==> src/rtl/biquad8_output_monitor_if.sv <==
// Tap-side bundle for the biquad8 output monitor: chain output beat, enable,
// read strobe and the latched window results with their flags.
// master = the block feeding samples / reading results, slave = the monitor.
interface biquad8_output_monitor_if #(
  parameter int NBITS    = 16,
  parameter int NSAMP    = 8,
  parameter int CNT_BITS = 24
);
  logic                   en_i;
  logic [NBITS*NSAMP-1:0] dat_i;
  logic                   results_read_i;
  logic [NBITS-1:0]       peak_o;
  logic [CNT_BITS-1:0]    clip_count_o;
  logic [NBITS-1:0]       max_o;
  logic [NBITS-1:0]       min_o;
  logic                   results_valid_o;
  logic                   overrun_o;

  modport master (
    output en_i, dat_i, results_read_i,
    input  peak_o, clip_count_o, max_o, min_o, results_valid_o, overrun_o
  );

  modport slave (
    input  en_i, dat_i, results_read_i,
    output peak_o, clip_count_o, max_o, min_o, results_valid_o, overrun_o
  );
endinterface

==> src/rtl/biquad8_output_monitor.sv <==
// Windowed peak-|x| / clip-count monitor on the 8-sample/clk biquad chain output.
// Latency: results latched on the edge 3 clks after the window's last beat is sampled.
// Backpressure: none; passive tap, an unread result is kept and overrun flagged.
// Optional signed max/min tracking: define BIQUAD8_MON_MINMAX_EN (else max_o/min_o = 0).
module biquad8_output_monitor #(
  parameter int NBITS       = 16,
  parameter int NSAMP       = 8,
  parameter int WINDOW_LOG2 = 16,
  parameter int CNT_BITS    = 24
) (
  input logic                     clk_i,
  input logic                     rst_i,
  biquad8_output_monitor_if.slave mon
);

  localparam int PCW = $clog2(NSAMP + 1);
  localparam int SW  = CNT_BITS + 1;
  localparam logic [NBITS-1:0] POS_FS = {1'b0, {(NBITS-1){1'b1}}};
  localparam logic [NBITS-1:0] NEG_FS = {1'b1, {(NBITS-1){1'b0}}};
  localparam logic [NBITS-1:0] ONE    = {{(NBITS-1){1'b0}}, 1'b1};

  typedef enum logic {IDLE, RUN} state_t;

  logic en;
  logic rd;
  assign en = mon.en_i;
  assign rd = mon.results_read_i;

  // ---------------------------------------------------------------- control
  state_t                 state;
  logic [WINDOW_LOG2-1:0] beat_cnt;
  logic [NBITS*NSAMP-1:0] tap_dat;
  logic                   tap_vld;
  logic                   tap_first;
  logic                   tap_last;

  // Run/idle FSM, beat position in window, and capture of the tapped beat.
  // Dropping en clears the beat position so the next enabled beat is beat 0.
  always_ff @(posedge clk_i) begin
    if (rst_i) begin
      state     <= IDLE;
      beat_cnt  <= '0;
      tap_dat   <= '0;
      tap_vld   <= 1'b0;
      tap_first <= 1'b0;
      tap_last  <= 1'b0;
    end else begin
      case (state)
        IDLE:    if (en)  state <= RUN;
        RUN:     if (!en) state <= IDLE;
        default: state <= IDLE;
      endcase
      tap_dat   <= mon.dat_i;
      tap_vld   <= en;
      tap_first <= en && ((state == IDLE) || (beat_cnt == '0));
      tap_last  <= en && (beat_cnt == '1);
      beat_cnt  <= en ? beat_cnt + 1'b1 : '0;
    end
  end

  // ---------------------------------------------------------------- stage 1
  logic [NBITS-1:0] abs_c [NSAMP];
  logic [NSAMP-1:0] clip_c;

  // Per-sample magnitude and full-scale detect. The negation of -FS lands on
  // 2**(NBITS-1), which is representable as NBITS unsigned, so nothing wraps.
  always_comb begin
    clip_c = '0;
    for (int k = 0; k < NSAMP; k++) begin
      abs_c[k]  = tap_dat[k*NBITS + NBITS - 1] ? ((~tap_dat[k*NBITS +: NBITS]) + ONE)
                                                : tap_dat[k*NBITS +: NBITS];
      clip_c[k] = (tap_dat[k*NBITS +: NBITS] == POS_FS) ||
                  (tap_dat[k*NBITS +: NBITS] == NEG_FS);
    end
  end

  logic [NBITS-1:0] s1_abs [NSAMP];
  logic [NSAMP-1:0] s1_clip;
  logic             s1_vld;
  logic             s1_first;
  logic             s1_last;

  // Stage 1 register; a low en flushes the beat in flight.
  always_ff @(posedge clk_i) begin
    if (rst_i) begin
      for (int k = 0; k < NSAMP; k++) s1_abs[k] <= '0;
      s1_clip  <= '0;
      s1_vld   <= 1'b0;
      s1_first <= 1'b0;
      s1_last  <= 1'b0;
    end else begin
      for (int k = 0; k < NSAMP; k++) s1_abs[k] <= abs_c[k];
      s1_clip  <= clip_c;
      s1_vld   <= en && tap_vld;
      s1_first <= tap_first;
      s1_last  <= tap_last;
    end
  end

  // ---------------------------------------------------------------- stage 2
  logic [NBITS-1:0] red_peak;
  logic [PCW-1:0]   red_pop;

  // Reduce one beat: largest magnitude and number of clipped samples.
  always_comb begin
    red_peak = '0;
    red_pop  = '0;
    for (int k = 0; k < NSAMP; k++) begin
      if (s1_abs[k] > red_peak) red_peak = s1_abs[k];
      red_pop = red_pop + PCW'(s1_clip[k]);
    end
  end

  logic [NBITS-1:0] s2_peak;
  logic [PCW-1:0]   s2_pop;
  logic             s2_vld;
  logic             s2_first;
  logic             s2_last;

  // Stage 2 register; same flush rule as stage 1.
  always_ff @(posedge clk_i) begin
    if (rst_i) begin
      s2_peak  <= '0;
      s2_pop   <= '0;
      s2_vld   <= 1'b0;
      s2_first <= 1'b0;
      s2_last  <= 1'b0;
    end else begin
      s2_peak  <= red_peak;
      s2_pop   <= red_pop;
      s2_vld   <= en && s1_vld;
      s2_first <= s1_first;
      s2_last  <= s1_last;
    end
  end

  // ---------------------------------------------------------------- stage 3
  logic [NBITS-1:0]    acc_peak;
  logic [CNT_BITS-1:0] acc_cnt;
  logic [NBITS-1:0]    nxt_peak;
  logic [CNT_BITS-1:0] nxt_cnt;
  logic [SW-1:0]       cnt_sum;

  // Next accumulator value: the first beat of a window loads, later beats
  // combine. The clip count sticks at all-ones once it overflows.
  always_comb begin
    cnt_sum = {1'b0, acc_cnt} + SW'(s2_pop);
    if (s2_first) begin
      nxt_peak = s2_peak;
      nxt_cnt  = CNT_BITS'(s2_pop);
    end else begin
      nxt_peak = (s2_peak > acc_peak) ? s2_peak : acc_peak;
      nxt_cnt  = cnt_sum[CNT_BITS] ? '1 : cnt_sum[CNT_BITS-1:0];
    end
  end

  // Window completes when stage 3 absorbs a last beat while still enabled.
  logic done;
  logic latch_en;
  assign done     = en && s2_vld && s2_last;
  assign latch_en = done && (!mon.results_valid_o || rd);

  // Accumulators; cleared whenever the monitor is disabled.
  always_ff @(posedge clk_i) begin
    if (rst_i || !en) begin
      acc_peak <= '0;
      acc_cnt  <= '0;
    end else if (s2_vld) begin
      acc_peak <= nxt_peak;
      acc_cnt  <= nxt_cnt;
    end
  end

  // ---------------------------------------------------------------- results
  logic [NBITS-1:0]    res_peak;
  logic [CNT_BITS-1:0] res_cnt;
  logic                res_vld;
  logic                res_ovr;

  // Result registers and flags. An unread result is never overwritten; a read
  // coinciding with a completion frees the slot in the same edge.
  always_ff @(posedge clk_i) begin
    if (rst_i) begin
      res_peak <= '0;
      res_cnt  <= '0;
      res_vld  <= 1'b0;
      res_ovr  <= 1'b0;
    end else if (done) begin
      if (latch_en) begin
        res_peak <= nxt_peak;
        res_cnt  <= nxt_cnt;
        res_vld  <= 1'b1;
        if (rd) res_ovr <= 1'b0;
      end else begin
        res_ovr <= 1'b1;
      end
    end else if (rd && res_vld) begin
      res_vld <= 1'b0;
      res_ovr <= 1'b0;
    end
  end

  assign mon.peak_o          = res_peak;
  assign mon.clip_count_o    = res_cnt;
  assign mon.results_valid_o = res_vld;
  assign mon.overrun_o       = res_ovr;

`ifdef BIQUAD8_MON_MINMAX_EN
  // ------------------------------------------------------ signed max / min
  logic [NBITS*NSAMP-1:0] s1_dat;
  logic [NBITS-1:0]       red_max;
  logic [NBITS-1:0]       red_min;
  logic [NBITS-1:0]       s2_max;
  logic [NBITS-1:0]       s2_min;
  logic [NBITS-1:0]       acc_max;
  logic [NBITS-1:0]       acc_min;
  logic [NBITS-1:0]       nxt_max;
  logic [NBITS-1:0]       nxt_min;
  logic [NBITS-1:0]       res_max;
  logic [NBITS-1:0]       res_min;

  // Raw samples travel alongside stage 1 for the signed extremes.
  always_ff @(posedge clk_i) begin
    if (rst_i) s1_dat <= '0;
    else       s1_dat <= tap_dat;
  end

  // Signed extremes of one beat.
  always_comb begin
    red_max = s1_dat[NBITS-1:0];
    red_min = s1_dat[NBITS-1:0];
    for (int k = 1; k < NSAMP; k++) begin
      if ($signed(s1_dat[k*NBITS +: NBITS]) > $signed(red_max)) red_max = s1_dat[k*NBITS +: NBITS];
      if ($signed(s1_dat[k*NBITS +: NBITS]) < $signed(red_min)) red_min = s1_dat[k*NBITS +: NBITS];
    end
  end

  // Stage 2 register for the extremes.
  always_ff @(posedge clk_i) begin
    if (rst_i) begin
      s2_max <= '0;
      s2_min <= '0;
    end else begin
      s2_max <= red_max;
      s2_min <= red_min;
    end
  end

  // Running extremes; first beat of a window loads.
  always_comb begin
    if (s2_first) begin
      nxt_max = s2_max;
      nxt_min = s2_min;
    end else begin
      nxt_max = ($signed(s2_max) > $signed(acc_max)) ? s2_max : acc_max;
      nxt_min = ($signed(s2_min) < $signed(acc_min)) ? s2_min : acc_min;
    end
  end

  // Extreme accumulators, cleared with the others.
  always_ff @(posedge clk_i) begin
    if (rst_i || !en) begin
      acc_max <= '0;
      acc_min <= '0;
    end else if (s2_vld) begin
      acc_max <= nxt_max;
      acc_min <= nxt_min;
    end
  end

  // Extreme results latched together with peak and clip count.
  always_ff @(posedge clk_i) begin
    if (rst_i) begin
      res_max <= '0;
      res_min <= '0;
    end else if (latch_en) begin
      res_max <= nxt_max;
      res_min <= nxt_min;
    end
  end

  assign mon.max_o = res_max;
  assign mon.min_o = res_min;
`else
  assign mon.max_o = '0;
  assign mon.min_o = '0;
`endif

endmodule

==> src/flat_wrapper.sv <==
// flat-port wrapper written by rule: the top's interface ports become plain ports
module biquad8_output_monitor_flat 
#(
  parameter int NBITS       = 16,
  parameter int NSAMP       = 8,
  parameter int WINDOW_LOG2 = 16,
  parameter int CNT_BITS    = 24
)
  (clk_i, rst_i, mon_en_i, mon_dat_i, mon_results_read_i, mon_peak_o, mon_clip_count_o, mon_max_o, mon_min_o, mon_results_valid_o, mon_overrun_o);
  biquad8_output_monitor_if #(.NBITS(NBITS), .NSAMP(NSAMP), .CNT_BITS(CNT_BITS)) mon_i ();
  input logic clk_i;
  input logic rst_i;
  input wire logic [$bits(mon_i.en_i)-1:0] mon_en_i;
  input wire logic [$bits(mon_i.dat_i)-1:0] mon_dat_i;
  input wire logic [$bits(mon_i.results_read_i)-1:0] mon_results_read_i;
  output wire logic [$bits(mon_i.peak_o)-1:0] mon_peak_o;
  output wire logic [$bits(mon_i.clip_count_o)-1:0] mon_clip_count_o;
  output wire logic [$bits(mon_i.max_o)-1:0] mon_max_o;
  output wire logic [$bits(mon_i.min_o)-1:0] mon_min_o;
  output wire logic [$bits(mon_i.results_valid_o)-1:0] mon_results_valid_o;
  output wire logic [$bits(mon_i.overrun_o)-1:0] mon_overrun_o;
  assign mon_i.en_i = mon_en_i;
  assign mon_i.dat_i = mon_dat_i;
  assign mon_i.results_read_i = mon_results_read_i;
  assign mon_peak_o = mon_i.peak_o;
  assign mon_clip_count_o = mon_i.clip_count_o;
  assign mon_max_o = mon_i.max_o;
  assign mon_min_o = mon_i.min_o;
  assign mon_results_valid_o = mon_i.results_valid_o;
  assign mon_overrun_o = mon_i.overrun_o;
  biquad8_output_monitor #(.NBITS(NBITS), .NSAMP(NSAMP), .WINDOW_LOG2(WINDOW_LOG2), .CNT_BITS(CNT_BITS)) u_core (.clk_i(clk_i), .rst_i(rst_i), .mon(mon_i));
endmodule
==> config.mk <==
export PLATFORM = sky130hd
export DESIGN_NAME = biquad8_output_monitor_flat
export DESIGN_NICKNAME = d
export VERILOG_FILES = /design/src/rtl/biquad8_output_monitor_if.sv /design/src/rtl/biquad8_output_monitor.sv /design/src/flat_wrapper.sv
export SDC_FILE = /design/constraint.sdc
export NUM_CORES = 1
export LEC_CHECK = 0
export CORE_UTILIZATION = 55
export DETAILED_ROUTE_END_ITERATION = 6
export PLACE_DENSITY = 0.84
export SYNTH_ARGS = -nofsm -noshare
export SYNTH_HDL_FRONTEND = slang
export SYNTH_SLANG_ARGS = --single-unit
==> constraint.sdc <==
create_clock -name clk_i -period 36.5 [get_ports clk_i]
set_input_delay 3.65 -clock clk_i [delete_from_list [all_inputs] [get_ports clk_i]]
set_output_delay 3.65 -clock clk_i [all_outputs]
set_load 0.01 [all_outputs]
=== Yosys cells after proc, flatten, opt, wreduce, memory -nomap -nowiden ===
Memories as Yosys holds them, arrays and structs flattened.
Index checks and enable logic that the tools add are counted.

* Memory bits (writable): 128
* Bits in registers: 264
* Memories kept: 1

* Mux-type cells: 38
* Reductions and logical operators: 27
* Bitwise logic cells: 18
* Order comparisons: 9
* Add/subtract/negate cells: 17
* Equal/unequal tests: 19

{| class="wikitable"
|+ Memory list
! memory !! depth !! width !! rd ports !! clocked after memory_dff !! write ports !! RTL line !! RTL
|-
| u_core.s1_abs || 8 || 16 || 8 || 0 || 8 || biquad8_output_monitor.sv:77 || <nowiki>logic [NBITS-1:0] s1_abs [NSAMP];</nowiki>
|}

{| class="wikitable"
|+ Operators by type and width
! kind !! count
|-
| 2-to-1 mux 16 bit || 26
|-
| adder 16 x 1 -> 16 bit, second input constant || 9
|-
| equality test 16 bit, second input constant || 9
|-
| equality test 16 x 15 -> 1 bit, second input constant || 8
|-
| > comparator 16 bit || 8
|-
| NOT 16 bit || 8
|-
| 2-to-1 mux 24 bit || 2
|-
| adder 24 x 4 -> 25 bit || 1
|-
| adder 4 x 1 -> 4 bit || 6
|-
| > comparator 16 x 1 -> 1 bit, second input constant || 1
|-
| zero test 16 bit || 1
|-
| logical OR 1 bit || 11
|-
| 2-to-1 mux 1 bit || 10
|-
| logical AND 1 bit || 8
|-
| OR 1 bit || 8
|-
| AND reduction 2 bit || 3
|-
| inequality test 3 bit, second input constant || 1
|-
| adder 1 x 1 -> 2 bit || 1
|-
| zero test 1 bit || 2
|-
| inequality test 2 bit, second input constant || 1
|-
| NOT 1 bit || 2
|-
| nonzero test 2 bit || 1
|-
| OR reduction 2 bit || 1
|}

=== Logic depth before layout (Yosys ltp) ===
Gate-level depths: netlist of run 1.
An unclocked memory read counts as a cell.

* Depth in word-level cells: 17
* Gate-level depth with buffers: 93

=== Worst setup path before layout of run 1 ===
No wires, ideal clock.

* Path type: register to register
* Start point: memory u_core.s1_abs[0][14]
* End point: register u_core.s2_peak[0]
* Slack: 19.859 ns
* Arrival time: 16.546 ns
* Data required time: 36.405 ns
* Stages on the path, launching flop included: 92
* Cells stage by stage: dfxtp_1 -> inv_1 -> ha_1 -> nand4_1 -> or4_1 -> clkbuf_1 -> nand2_1 -> buf_1 -> mux2i_1 -> ha_1 -> a2111oi_2 -> o2111ai_1 -> and3_1 -> nand2b_1 -> and3_1 -> a31o_2 -> or2_4 -> o31ai_1 -> [... 56 more ...] -> ha_1 -> nor2b_1 -> o21ai_0 -> nand2b_1 -> a21oi_1 -> nor2b_1 -> o21ai_0 -> nand2b_1 -> a21oi_1 -> nor2b_1 -> o21ai_0 -> a21boi_0 -> o21ai_0 -> a22oi_1 -> clkbuf_1 -> inv_1 -> or3_1 -> o311ai_1

{| class="wikitable"
|+ RTL lines
! element !! RTL line !! RTL
|-
| from (decl) || biquad8_output_monitor.sv:77 ||
|-
| to (signal assigned) || biquad8_output_monitor.sv:129 || <nowiki>s2_peak <= red_peak;</nowiki>
|-
| to (decl) || biquad8_output_monitor.sv:114 || <nowiki>logic [NBITS-1:0] s2_peak;</nowiki>
|}

==> summary.md, run 1 <==
| Metric | Value |
|---|---|
| Syn Area/Cell | `8.822 µm²` |
| Worst-Skew Late Latency | `0.55 ns` |
| Row count | `just under 70` |
| HP Class | `reg -> reg` |
| Crit Path Category | `reg -> reg` |
| WHS | `0.4262 ns` |
| Period utilization | `0.5252` |
| First-pass GRT wire length | `74950 µm` |
| Commonest non-fill, non-tap cell in the layout | `dfxtp_1` |
| Peak supply drop | `53.95 µV` |
| Max incr delay on CP | `0.74 ns` |
| Largest net degree at the start of global routing | `116` |
| Hold_buf cts | `0` |
| Status | `complete, but fails checks` |
| Max-cap violation count | `0` |
| Area growth from synthesis to layout | `16.80%` |
| Fin crit period | `19.17 ns` |
| PortBufs | `~170` |
| Design Power | `about 1800 µW` |
| Synth top area cells | `dfxtp_1 (39%), ha_1 (9.0%), xor2_1 (5.1%), nor2b_1 (4.9%), nor2_1 (4.8%)` |
| Remaining antenna violation count after routing | `0` |
| Slowest-stage cell, CP | `nor2_1` |
| Met3 WL | `2766 µm` |
| Post_cts resized | `0` |
| Worst Setup SP | `u_core.s1_abs[0][14]` |
| WL final | `46290 µm` |
| Post-route DRC | `21` |
| Max layer used | `met4` |
| Distinct cells, synth | `76` |
| Least-Margin Pin Slew | `1.138 ns` |
| Layout cell share with drive strength beyond 1 | `0.05523` |
| Clock sinks | `391` |
| Most frequent cells in the layout | `dfxtp_1 (391), nor2_1 (255), clkdlybuf4s50_1 (172)` |
| Syn Inst Count | `2266` |
| Failing checks | `design-rule violations` |
| Synth Warn # | `0` |
| CTS root buf | `clkbuf_16` |
| Prevailing post-synth register cell | `dfxtp_1` |
| Iteration-0 DRC Markers | `907` |
| Clock tree buffer depth | `3` |
| Wire length on met2 | `20620 µm` |
| Initial antenna violation count | `1` |
| CP top delay family | `simple AND/OR/NAND/NOR gates` |
| # fillers | `2804` |
| Cells on worst reg2reg path | `84` |
| Post-CTS Setup Inserts | `0` |
| Most used cell, CP | `a21o_1` |
| Reg-to-reg slack, setup | `17.33 ns` |
| Total track usage | `0.2495` |
| # diodes | `0` |
| Worst rel slew slack | `0.2398` |
| RSZ-0062 raised after global routing | `false` |
| TritonCTS Buffers | `41` |
| Final hold vios | `0` |
| Worst Path Max Fanout | `29` |
| Vias per cell | `5.564` |
| WP depth | `84` |
| CP endpoint kind | `flip-flop` |
| Placer Congestion | `~0.95` |
| TNS Setup | `0 ns` |
| Pins Over Slew Limit | `0` |
| Vias in the first global route | `between 15000 and 20000` |
| Final setup fails | `0` |
| Worst Clk Skew | `0.01738 ns` |
| Sequential-to-total area share from yosys stat | `0.3916` |
| Overflow after GRT | `0` |
| Worst-path clk slew | `around 0.06 ns` |
| Fmax | `52.16 MHz` |
| Post-synth top area cell | `dfxtp_1` |
| Area of the core | `35660 µm²` |
| #FFs+latches synth | `391` |
| Detailed Place HPWL | `34130 µm` |
| Die width | `192.6 µm` |
| Power density cells | `75.17 nW/µm²` |
| Final nets | `about 2700` |
| Required time of the critical path | `36.92 ns` |
| Die area | `37110 µm²` |
| Vias post-DR | `16060` |
| Post-synth EDFFs | `0` |
| FFs w/ async S/R, synth | `0` |
| Num ports | `around 200` |
| Crit start category | `flip-flop` |
| Reg2Reg Capture Point | `u_core.s2_peak[11]` |
| WL/cell | `16.03 µm` |
| Worst Setup EP | `u_core.s2_peak[11]` |
| Netlist Area Pre-Place | `19990 µm²` |
| Pleak | `0.009413 µW` |
| Synth top area share | `0.3916` |
| H-tree depth | `2` |
| CTS tree | `done` |
| Drt pass-1 iters | `7` |
| M1 wire length | `21550 µm` |
| Critical Path AT | `19.59 ns` |
| Worst path bufs/invs | `7` |
| Starting Density | `0.5607` |
| R2r startpoint | `u_core.s1_abs[0][14]` |
| Die Span Y | `192.6 µm` |
[layer usage]
metal	global-route usage	up-vias
met5	0	-
met4	0.09540	0
met3	0.03619	97
met2	0.3999	502
met1	0.3378	7456
li1	-	8009
[registers in the layout, indices dropped and copies added, names as in the netlist, 4 cells and up]
signal	cells
u_core.s1_abs	128
u_core.tap_dat	128
u_core.acc_cnt	24
u_core.mon.clip_count_o	24
u_core.acc_peak	16
u_core.beat_cnt	16
u_core.mon.peak_o	16
u_core.s2_peak	16
u_core.s1_clip	8
u_core.s2_pop	4
[worst min-delay path by stage]
stage                             endpoint  cells past startpoint  slack (ns)          start
after global placement       u_core.s2_vld                      1        0.41  u_core.s1_vld
after global routing         u_core.s2_vld                      1        0.44  u_core.s1_vld
final                        u_core.s2_vld                      1        0.43  u_core.s1_vld
after floorplan           u_core.tap_first                      1        0.40   u_core.state
after CTS                    u_core.s2_vld                      1        0.43  u_core.s1_vld
after detailed placement     u_core.s2_vld                      1        0.42  u_core.s1_vld
[per-stage QoR]
stage	area, µm²	util	instances	setup WS, ns
after floorplan	20110	-	2297	19.86
after global placement	21900	0.6142	2816	18.45
after detailed placement	21900	0.6142	2816	17.69
after CTS	23350	0.6548	2887	17.68
after global routing	23350	0.6548	2887	15.81
final	23350	0.6548	2887	17.33
[where the power goes]
group,total (µW),internal [µW],switching (µW)
clock,446,277,170
combinational,834,343,491
sequential,475,451,24.3
[synthesized netlist by cell type (3+ instances only)]
cell / n
dfxtp_1: 391
nor2_1: 256
nor2b_1: 156
nand2_1: 154
ha_1: 144
inv_1: 133
xor2_1: 116
o21ai_0: 93
a21oi_1: 89
mux2i_1: 86
clkbuf_1: 81
nand4_1: 47
nand3_1: 46
nand2b_1: 40
buf_4: 33
mux2_2: 33
o31ai_1: 33
a21o_1: 26
xnor2_1: 26
a211oi_1: 24
nor3_1: 24
nor4_1: 21
o211ai_1: 17
or4_1: 17
o41ai_1: 16
nand3b_1: 15
nand4b_1: 14
o311ai_1: 14
and3_1: 12
a31oi_1: 11
and2_1: 8
buf_1: 7
and4_1: 6
or3_1: 6
fa_1: 5
or2_2: 5
a22oi_1: 4
a21boi_0: 3
o21ai_1: 3
o21bai_1: 3
[logic make-up after synthesis]
group	after synthesis	share of synthesized area
adders and majority gates	149	0.09514
muxes	121	0.06290
AOI/OAI and AO/OA	365	0.1194
xor gates and xnor gates	142	0.06221
other	1	0.0001876
buffers and inverters	259	0.05571
DFF	391	0.3916
and+or+nand+nor	838	0.2129
[cell type report]
class | count | area, µm² | share of cell area
multi-input combinational | 1647 | 11180 | 0.4789
clock buffer | 48 | 1082 | 0.04635
timing repair buffer | 183 | 1812 | 0.07760
tap | 461 | 576.8 | 0.02470
clock inverter | 23 | 366.6 | 0.01570
inverter | 134 | 503.0 | 0.02154
sequential | 391 | 7828 | 0.3352
(Power assumes the default switching activity.)
==> run 2: changes to the inputs <==
--- a/config.mk
+++ b/config.mk
@@ -5,9 +5,9 @@
 export SDC_FILE = /design/constraint.sdc
 export NUM_CORES = 1
 export LEC_CHECK = 0
-export CORE_UTILIZATION = 55
+export CORE_UTILIZATION = 52
 export DETAILED_ROUTE_END_ITERATION = 6
-export PLACE_DENSITY = 0.84
+export PLACE_DENSITY = 0.83
 export SYNTH_ARGS = -nofsm -noshare
 export SYNTH_HDL_FRONTEND = slang
 export SYNTH_SLANG_ARGS = --single-unit
==> constraint.sdc (replaced) <==
create_clock -name clk_i -period 15.8 [get_ports clk_i]
set_input_delay 1.58 -clock clk_i [delete_from_list [all_inputs] [get_ports clk_i]]
set_output_delay 1.58 -clock clk_i [all_outputs]
set_load 0.01 [all_outputs]
==> summary.md, run 2 (synthesized netlist as in run 1, its figures left out) <==
| Metric | Value |
|---|---|
| Status | `finished, final reports clean` |
| Initial antenna violation count | `0` |
| Net Sw Frac | `0.3820` |
| Largest net degree at the start of global routing | `223` |
| Clock sinks | `391` |
| Wire length on met2 | `22370 µm` |
| Iteration-0 DRC Markers | `1064` |
| Reg-to-reg slack, setup | `about 0.55 ns` |
| Post-place setup slack | `-0.4177 ns` |
| Total track usage | `0.2438` |
| Drt pass-1 iters | `5` |
| Post-route DRC | `0` |
| WL final | `approximately 49000 µm` |
| Die width | `198.1 µm` |
| Most frequent cells in the layout | `dfxtp_1 (386), nor2_1 (252), clkdlybuf4s50_1 (172)` |
| Worst-path clk slew | `0.06 ns` |
| Most used cell, CP | `a21o_1` |
| Worst Clk Skew | `0.01453 ns` |
| TritonCTS Buffers | `42` |
| M1 wire length | `22510 µm` |
| Required time of the critical path | `about 16 ns` |
| First-pass GRT wire length | `77540 µm` |
| Net Switching | `1867 µW` |
| Overflow after GRT | `0` |
| Clock tree buffer depth | `3` |
| Vias post-DR | `between 15000 and 20000` |
| CP endpoint kind | `flip-flop` |
| Fin crit period | `15.25 ns` |
| Num ports | `around 200` |
| Crit start category | `flip-flop` |
| Sequential Power Share | `0.225` |
| Vias per cell | `5.460` |
| Starting Density | `0.5295` |
| Peak supply drop | `between 100 and 150 µV` |
| Layout cell share with drive strength beyond 1 | `0.1421` |
| Final setup fails | `0` |
| Worst rel slew slack | `0.2256` |
| Hold_buf cts | `0` |
| Placer Congestion | `0.9295` |
| Critical Path AT | `15.72 ns` |
| H-tree depth | `2` |
| Area growth from synthesis to layout | `25.71%` |
| Hold wc startpoint | `u_core.s1_vld` |
| Hold Path Sink | `u_core.s2_vld` |
| Met3 WL | `approximately 2800 µm` |
| Row count | `about 70` |
| Crit Path Category | `reg -> reg` |
| Top flop regs | `u_core.s1_abs (128), u_core.tap_dat (128)` |
| Max layer used | `met4` |
| # fillers | `2971` |
| Remaining antenna violation count after routing | `0` |
| WL/cell | `16.02 µm` |
| Least-Margin Pin Slew | `1.162 ns` |
| Max-cap violation count | `0` |
| Clock power frac | `0.208` |
| PortBufs | `173` |
| Commonest non-fill, non-tap cell in the layout | `dfxtp_1` |
| Die Span Y | `about 200 µm` |
| Worst-Skew Late Latency | `around 0.57 ns` |
| Worst Path Max Fanout | `8` |
| Logic gate share of total power | `0.567` |
| Slowest-stage cell, CP | `or3_4` |
| Final hold vios | `0` |
| HP Class | `reg -> reg` |
| Fmax | `around 66 MHz` |
| Int Power | `3020 µW` |
| Area of the core | `37760 µm²` |
| Period utilization | `0.9649` |
| Cells on worst reg2reg path | `89` |
| Die area | `about 40000 µm²` |
| Design Power | `a little under 5000 µW` |
| Pins Over Slew Limit | `0` |
| Hold Crit Depth | `1` |
| Detailed Place HPWL | `35230 µm` |
| Pleak | `around 0.01 µW` |
| Max incr delay on CP | `0.42 ns` |
| Vias in the first global route | `15920` |
| Power density cells | `~190 nW/µm²` |
| Reg2Reg Capture Point | `u_core.s2_peak[0]` |
| # diodes | `0` |
| CTS tree | `done` |
| Worst setup margin | `about 0.55 ns` |
| Final nets | `2803` |
| CTS root buf | `clkbuf_16` |
| R2r startpoint | `u_core.s1_abs[0][9]` |
## run 2: changes by cell type in the layout (fill, tap and decap cells not counted), moves of 9 or more
cell and delta:
buf_4 +110, o21ai_0 -26, ha_1 -17, o21ai_2 +15, a21oi_1 -14, a21oi_2 +14, ha_4 +14, mux2_4 +12
mux2_2 -11, o21ai_1 +9
## run 2: how the worst max path moves through the flow
stage                          to                  from  depth (start not counted)  slack [ns]
2_1_floorplan   u_core.s2_peak[0]  u_core.s1_abs[0][14]                         92        0.05
3_3_place_gp    u_core.s2_peak[4]  u_core.s1_abs[0][11]                         84        0.08
3_5_place_dp    u_core.s2_peak[1]   u_core.s1_abs[0][9]                         89       -0.42
4_1_cts        u_core.s2_peak[10]   u_core.s1_abs[0][9]                         89        0.03
5_1_grt         u_core.s2_peak[0]  u_core.s1_abs[0][12]                         94       -0.21
6_report        u_core.s2_peak[0]   u_core.s1_abs[0][9]                         89        0.55
## run 2: power groups by stage
stage	Combinational (µW)	Clock [µW]	Sequential, µW
floorplan	1510	0	1090
global placement	2210	0	1120
CTS	2320	1030	1100
global route	3010	1070	1110
detailed placement	2250	0	1120
finish	2770	1010	1100
## run 2: final cells by class
class,count,area (µm²),area share
clock buffer,53,1164,0.04631
clock inverter,23,290.3,0.01155
inverter,134,503.0,0.02002
multi-input combinational,1648,11870,0.4724
sequential,391,7834,0.3117
tap,511,639.4,0.02544
timing repair buffer,305,2828,0.1125
## run 2: metal layers
| layer | up-vias | GRT usage |
|---|---|---|
| li1 | 8258 | - |
| met1 | 7858 | 0.3292 |
| met2 | 517 | 0.3962 |
| met3 | 103 | 0.03424 |
| met4 | 0 | 0.08757 |
| met5 | - | 0 |
## run 2: per-stage QoR
| step | util | instances | hold WS, ns | area [µm²] | TNS (ns) |
|---|---|---|---|---|---|
| floorplan | - | 2297 | 0.3993 | 20140 | 0 |
| global placement | 0.6003 | 2956 | 0.4132 | 22660 | 0 |
| detailed placement | 0.6003 | 2956 | 0.4169 | 22660 | -5.428 |
| CTS | 0.6405 | 3035 | 0.4422 | 24180 | 0 |
| global route | 0.6656 | 3065 | 0.4596 | 25130 | -1.804 |
| finish | 0.6656 | 3065 | 0.4357 | 25130 | 0 |
## run 2: critical path: cells and delay by family (launching register included)
kind	cells	cell delay, ns
simple gates	26	4.49
fa+ha+maj	7	1.72
compound gates	39	5.77
flops	1	0.36
mux	6	1.60
buf+inv	11	1.19
## run 2: what timing repair did
action                     CTS  global route
gates cloned                 2             4
gates resized for setup     17           153
pin swaps                    0            58
buffers inserted             1            28
setup endpoints to repair   16            16
==> run 3: changes to the inputs <==
--- a/config.mk
+++ b/config.mk
@@ -5,9 +5,12 @@
 export SDC_FILE = /design/constraint.sdc
 export NUM_CORES = 1
 export LEC_CHECK = 0
+export CORE_MARGIN = 2
 export CORE_UTILIZATION = 52
+export CTS_BUF_LIST = sky130_fd_sc_hd__clkbuf_4 sky130_fd_sc_hd__clkbuf_8 sky130_fd_sc_hd__clkbuf_16
 export DETAILED_ROUTE_END_ITERATION = 6
 export PLACE_DENSITY = 0.83
+export RECOVER_POWER = 25
 export SYNTH_ARGS = -nofsm -noshare
 export SYNTH_HDL_FRONTEND = slang
 export SYNTH_SLANG_ARGS = --single-unit
==> summary.md, run 3 (synthesized netlist as in run 1, its figures left out) <==
| Metric | Value |
|---|---|
| Status | `complete, but fails checks` |
| Failing checks | `max-capacitance violations, max-slew violations` |
| Worst setup margin | `0.5914 ns` |
| Top flop regs | `u_core.s1_abs (128), u_core.tap_dat (128)` |
| PortBufs | `around 170` |
| Drt pass-1 iters | `5` |
| Fin crit period | `15.21 ns` |
| Final hold vios | `0` |
| Crit Path Category | `reg -> reg` |
| HP Class | `reg -> reg` |
| Period utilization | `0.9626` |
| Crit start category | `flip-flop` |
| Post-route DRC | `0` |
| Int Power | `2933 µW` |
| Largest net degree at the start of global routing | `between 150 and 200` |
| Worst-Skew Late Latency | `0.56 ns` |
| Post-place setup slack | `-0.2334 ns` |
| # diodes | `0` |
| Placer Congestion | `0.9492` |
| Die Span Y | `200.1 µm` |
| Final nets | `2779` |
| Slowest-stage cell, CP | `or4_4` |
| Design Power | `4688 µW` |
| Starting Density | `0.5295` |
| Max incr delay on CP | `0.60 ns` |
| Worst Clk Skew | `0.02196 ns` |
| Die area | `40030 µm²` |
| CP endpoint kind | `flip-flop` |
| Worst rel slew slack | `-3.171` |
| Clock sinks | `391` |
| Placed cell area | `22530 µm²` |
| Num ports | `between 200 and 250` |
| Least-Margin Pin Slew | `6.257 ns` |
| Clock power frac | `0.218` |
| Row count | `71` |
| Routing usage on met1 | `0.3178` |
| Max-cap violation count | `1` |
| Iteration-0 DRC Markers | `921` |
| Clock tree buffer depth | `3` |
| WL/cell | `approximately 16 µm` |
| CTS root buf | `clkbuf_16` |
| Vias post-DR | `16440` |
| Worst-path clk slew | `0.07 ns` |
| Critical Path AT | `15.67 ns` |
| Net Switching | `around 1800 µW` |
| Logic gate share of total power | `0.547` |
| Required time of the critical path | `between 15 and 20 ns` |
| Pins Over Slew Limit | `170` |
| Net Sw Frac | `0.3744` |
| Total track usage | `0.2354` |
| Worst Path Max Fanout | `7` |
| Worst path bufs/invs | `9` |
| # fillers | `slightly below 3000` |
| Global Route met3 Usage | `0.03511` |
| Vias per cell | `5.405` |
| First-pass GRT wire length | `76330 µm` |
| Final setup fails | `0` |
| Pleak | `0.009990 µW` |
| Most used cell, CP | `a21o_1` |
| Overflow after GRT | `0` |
| FF/Latch Area | `approximately 7800 µm²` |
| Vias in the first global route | `15830` |
| Layout cell share with drive strength beyond 1 | `0.1281` |
| Sequential Power Share | `0.235` |
| GR peak layer | `met2` |
| CP top delay family | `compound AO/OA/AOI/OAI gates` |
| Commonest non-fill, non-tap cell in the layout | `dfxtp_1` |
| Peak supply drop | `117.6 µV` |
| Initial antenna violation count | `0` |
| Remaining antenna violation count after routing | `0` |
| Die width | `200.1 µm` |
| Area growth from synthesis to layout | `23.67%` |
| Most frequent cells in the layout | `dfxtp_1 (382), nor2_1 (252), clkdlybuf4s50_1 (172)` |
| Power density cells | `approximately 190 nW/µm²` |
| Post-route cell area | `around 25000 µm²` |
| TritonCTS Buffers | `41` |
| Detailed Place HPWL | `roughly 35000 µm` |
| Multi-input gate area | `11650 µm²` |
| CTS tree | `done` |
| Area of the core | `37760 µm²` |
| WL final | `around 48000 µm` |
| Fmax | `65.75 MHz` |
| Met2 usage | `0.3843` |
| H-tree depth | `2` |
## run 3: changes by cell type in the layout (fill, tap and decap cells not counted), sizes merged
| cell | delta |
|---|---|
| clkbuf | +6 |
| clkinv | -2 |
| clkinvlp | -5 |
| buf | -23 |
## run 3: worst paths after layout
kind,end,slack (ns),depth (start not counted),from
worst max-delay path,u_core.s2_peak[0],0.59,87,u_core.s1_abs[0][15]
worst min-delay path,u_core.tap_first,0.43,1,u_core.state
worst max register to register,u_core.s2_peak[0],0.59,87,u_core.s1_abs[0][15]
worst min register to register,u_core.tap_first,0.43,1,u_core.state
## run 3: metrics by stage
stage	util	TNS (ns)	hold slack (ns)	std cells
floorplan	-	0	0.3993	2297
global placement	0.5967	0	0.4104	2938
detailed placement	0.5967	-3.075	0.4180	2938
CTS	0.6371	0	0.4298	3016
global route	0.6548	-2.408	0.4454	3041
finish	0.6548	0	0.4270	3041
## run 3: cell type report
type / instances / area share
Inverter: 134 / 0.02035
Clock buffer: 59 / 0.05026
Multi-Input combinational cell: 1648 / 0.4713
Sequential cell: 391 / 0.3172
Timing Repair Buffer: 282 / 0.1052
Clock inverter: 16 / 0.009819
Tap cell: 511 / 0.02586
## run 3: worst register-to-register path, delay by kind of cell (launching register included)
kind	cells	cell delay, ns
compound gates	36	5.69
fa+ha+maj	7	1.59
buf+inv	9	0.85
flops	1	0.38
mux	6	1.55
simple gates	29	5.05
## run 3: repair_timing
action,CTS,global route
setup endpoints to repair,15,16
cloned,1,2
gates resized for setup,7,120
setup buffers,2,23
pin swaps,0,46
hold buffers,0,0
## run 3: power groups by stage
stage	sequential [µW]	combinational (µW)	clock, µW
after CTS	1100	2270	1040
after detailed placement	1120	2220	0
final	1100	2560	1020
after global routing	1110	2800	1080
after floorplan	1090	1510	0
after global placement	1120	2180	0
## run 3: routing by layer
layer  vias to the layer above  wire length (µm)
met5                         -                 0
met4                         0              1346
met3                        92              2685
met2                       474             22010
met1                      7652             22140
li1                       8218                 -
